--- config.mk ---
export PLATFORM = sky130hd
export DESIGN_NAME = decodificador_display_jogador
export DESIGN_NICKNAME = d
export VERILOG_FILES = /design/src/rtl/decodificador_display_jogador.sv
export SDC_FILE = /design/constraint.sdc
export NUM_CORES = 1
export LEC_CHECK = 0
export CAP_MARGIN = 20
export CORE_ASPECT_RATIO = 0.6
export CORE_MARGIN = 2
export CORE_UTILIZATION = 40
export DETAILED_ROUTE_END_ITERATION = 6
export SYNTH_ARGS = -nofsm -noshare
export SYNTH_HDL_FRONTEND = slang
export SYNTH_SLANG_ARGS = --single-unit
--- constraint.sdc ---
create_clock -name clock -period 5.2 [get_ports clock]
set_clock_uncertainty 0.1 [all_clocks]
set_input_delay 0.52 -clock clock [delete_from_list [all_inputs] [get_ports clock]]
set_output_delay 0.52 -clock clock [all_outputs]
set_load 0.01 [all_outputs]
--- src/rtl/decodificador_display_jogador.sv ---
// rtl/decodificador_display_jogador.sv - debounced 7-segment to player-code decoder
// Filters the sampled pattern for N_ESTAVEL enabled samples before publishing the decoded code.
module decodificador_display_jogador #(
   parameter int N_ESTAVEL = 4
) (
   input  logic       clock,
   input  logic       reset,
   input  logic       habilita,
   input  logic [6:0] display,
   output logic [1:0] jogador,
   output logic       jogador_valido,
   output logic       erro,
   output logic       novo
);

   localparam logic [7:0] N_CNT      = 8'(N_ESTAVEL);
   localparam logic [6:0] PAT_J1     = 7'b1111001;
   localparam logic [6:0] PAT_J2     = 7'b0100100;
   localparam logic [6:0] PAT_NENHUM = 7'b0111111;

   typedef enum logic {ESPERA, ESTAVEL} estado_t;

   estado_t    state_q, state_d;
   logic [6:0] candidato_q, candidato_d;
   logic [7:0] contador_q, contador_d;
   logic [1:0] jogador_q, jogador_d;
   logic       valido_q, valido_d;
   logic       erro_q, erro_d;
   logic       novo_q, novo_d;
   logic       publica;
   logic       legal;
   logic [1:0] cod;

   always_ff @(posedge clock) begin
      if (reset) begin
         state_q     <= ESPERA;
         candidato_q <= PAT_NENHUM;
         contador_q  <= 8'd0;
         jogador_q   <= 2'b00;
         valido_q    <= 1'b0;
         erro_q      <= 1'b0;
         novo_q      <= 1'b0;
      end else begin
         state_q     <= state_d;
         candidato_q <= candidato_d;
         contador_q  <= contador_d;
         jogador_q   <= jogador_d;
         valido_q    <= valido_d;
         erro_q      <= erro_d;
         novo_q      <= novo_d;
      end
   end

   always_comb begin
      candidato_d = candidato_q;
      contador_d  = contador_q;
      jogador_d   = jogador_q;
      valido_d    = valido_q;
      erro_d      = erro_q;
      novo_d      = 1'b0;
      publica     = 1'b0;
      cod         = 2'b00;
      legal       = 1'b0;

      case (display)
         PAT_J1:     begin cod = 2'b01; legal = 1'b1; end
         PAT_J2:     begin cod = 2'b10; legal = 1'b1; end
         PAT_NENHUM: begin cod = 2'b00; legal = 1'b1; end
         default:    begin cod = 2'b00; legal = 1'b0; end
      endcase

      // Any differing sample restarts the count; the new pattern is its own first sample.
      if (habilita) begin
         if (display != candidato_q) begin
            candidato_d = display;
            contador_d  = 8'd1;
            publica     = (N_CNT == 8'd1);
         end else if (state_q == ESPERA) begin
            contador_d = contador_q + 8'd1;
            publica    = (contador_d == N_CNT);
         end
      end

      state_d = (contador_d == N_CNT) ? ESTAVEL : ESPERA;

      if (publica) begin
         jogador_d = legal ? cod : 2'b00;
         erro_d    = !legal;
         valido_d  = legal && (cod != 2'b00);
         novo_d    = ({jogador_d, erro_d} != {jogador_q, erro_q});
      end
   end

   assign jogador        = jogador_q;
   assign jogador_valido = valido_q;
   assign erro           = erro_q;
   assign novo           = novo_q;

endmodule

==> metrics.txt <==
outcome finished clean; area share of the largest cell type after synthesis 36.1%; total CTS buffers 3; Comb pwr share 11.7%; synth warn 0; final wirelength 2260 um; CTS H-Tree Depth 1; Psw 74.1 uW; Chip Height 45.8 um; Cells after Synth 129; worst rel slew slack 60.0%; cell taking the most area after synthesis dfxtp_1; Fin. Hold Viols 0; largest net degree at the start of global routing 19; area grow syn2layout 17.4%; Starting Density 41.4%; #FFs+latches synth 21; sequential power share 54.3%; period utilization 49.3%; Final ANT Viol Nets 0; Hold WC Path Type reg -> reg; RePlAce Congestion 0.757; Residual DRC 0; Total Power 311 uW; internal power 237 uW; post-route setup TNS 0 ns; minimum clock period 2.56 ns; Worst-Margin Slew 0.598 ns; CP cell instances clkdlybuf4s50_1, and3b_1, nand4_1, or4_1, a21oi_1; core area 0.00282 mm2; Avg WL per Cell 12.7 um; critical path arrival 2.64 ns; Die ar. 0.00338 mm2; xor/xnor share of the synthesized area 12.0%; Achievable Freq 0.390 GHz; Post-synth top flop dfxtp_1; post-placement cell count 173; CTS Sinks 21; Post-synth ARST share 0%; floorplan die width 73.7 um; post-CTS setup buffer count 0; Final Non-Filler Cells 177; number of fill cells in the layout 274; Critical Path Sink Type flop; initial antenna violation count 0; global-route wire length before repair 3700 um; count leader, synth dfxtp_1; Net Sw Frac 23.8%; clk_lat worst skew 0.25 ns; PortBufs 14; Post-Synth Adder-Cell Area 1.07%; hpwl dp 1780 um; PwrDens 227 mW/mm2; Crit path largest cell delay 0.85 ns; complex-gate fraction of the synthesized area 14.8%; Resize count post-CTS 0; Worst EP required 5.28 ns; main combinational cell family by area after synthesis simple AND/OR/NAND/NOR gates; CTS tree done; ant diodes 0; CP Class in -> reg; clock buffer depth 2; max-slew violation total from the final report 0; sequential area share after synthesis 36.1%; Pleak 0.469 nW; Hold-fix buffers, CTS 0; Vias/cell 5.41; Simple-Gate Fraction of Synth Area 28.2%; Post-layout nets 155; critical path startpoint category input pin; Detailed Routing Iterations Pass 1 4; Avg Inst Size Synth 9.04 um2; CTS Root Buffer Type clkbuf_8; vias 958; RSZ-0062 raised after global routing no; CP max stage cell clkdlybuf4s50_1; Cell Area, Synth 0.00117 mm2; Setup Viol. Count Final 0; Post-synth EDFFs 0; IO Pins 15; CTS clk-pin slew, worst paths 0.08 ns; vias in the first global route 805; share of cells above drive strength 1 6.29%; syn nets 140; floorplan row count 15; mux contribution to synthesized area 5.69%; drt initial violations 27; Netlist cell types 38; grt ovf 0; Worst VDD drop 0.112 mV; crit-path max FO 18; largest cells by area after synthesis dfxtp_1 36%, xor2_1 7.5%, nor2b_1 4.8%, a211o_1 4.5%, xnor2_1 4.5%; All-Layer GR Usage 14.6%; synth cell count leaders 21 x dfxtp_1, 10 x nor2_1, 10 x xor2_1; max cap viols 0; clock power share 34.0%
-- layer usage --
metal | up-vias | routed length, um | global-route usage [%]
met2 | 16 | 858 | 20.0
met1 | 435 | 1300 | 22.2
met5 | - | 0 | 0
met3 | 2 | 87 | 4.65
met4 | 0 | 10 | 2.18
li1 | 505 | - | -
-- state kept, by name, indices dropped and copies added (netlist names) --
name,count
novo,1
contador_q,8
state_q,1
candidato_q,7
erro,1
jogador,2
jogador_valido,1
-- cell families (layout without fill, tap and decap cells) --
family,count (synthesis),count (layout)
AO/OA/AOI/OAI,26,26
XOR/XNOR,16,16
adder cells (fa/ha/maj),1,1
buffers and inverters,4,18
flip-flops,21,21
multiplexers,6,6
AND/OR/NAND/NOR,55,55
-- power groups by stage --
stage	logic [mW]	registers, mW	clock network [mW]
2_1_floorplan	0.0225	0.172	0
3_3_place_gp	0.0355	0.172	0
3_5_place_dp	0.0363	0.173	0
4_1_cts	0.0364	0.169	0.110
5_1_grt	0.0397	0.170	0.114
6_report	0.0363	0.169	0.106
-- stage by stage --
stage	setup WS, ns	util (%)	hold slack (ns)	cell area [um2]
final	2.64	48.6	0.382	1370
after global routing	2.51	48.6	0.395	1370
after CTS	2.65	48.6	0.386	1370
after detailed placement	2.39	47.0	0.375	1320
after global placement	2.44	47.0	0.373	1320
after floorplan	3.20	-	0.381	1170
-- area by class of cell --
type	count	area, um2	share of cell area (%)
timing repair buffer	14	140	10.2
sequential	21	420	30.7
clock buffer	4	45.0	3.29
tap	34	42.5	3.11
multi-input combinational	104	721	52.7
-- worst paths after layout --
check / endpoint / slack (ns) / depth (start not counted) / from
max reg2reg: jogador[0] / 3.10 / 5 / contador_q[2]
min reg2reg: jogador_valido / 0.38 / 2 / jogador_valido
max: jogador[0] / 2.64 / 5 / habilita
min: jogador_valido / 0.38 / 2 / jogador_valido
-- critical path: cells and delay by family --
kind                   cells  cell delay, ns
AO/OA/AOI/OAI              1            0.15
AND/OR/NAND/NOR            3            1.11
buffers and inverters      1            0.85
-- layout by cell type, fill, tap and decap left out, types with 3 or more instances in the layout --
cell type         n
a211o_1           6
a21oi_1           6
clkbuf_8          3
clkdlybuf4s50_1  14
dfxtp_1          21
mux2i_1           4
nand2_1           5
nand2b_1          3
nand3_1           4
nand4_1           4
nor2_1           10
nor2b_1           9
nor3_1            6
o21ai_0           6
xnor2_1           6
xor2_1           10
Power figures use the tool's default switching activity.
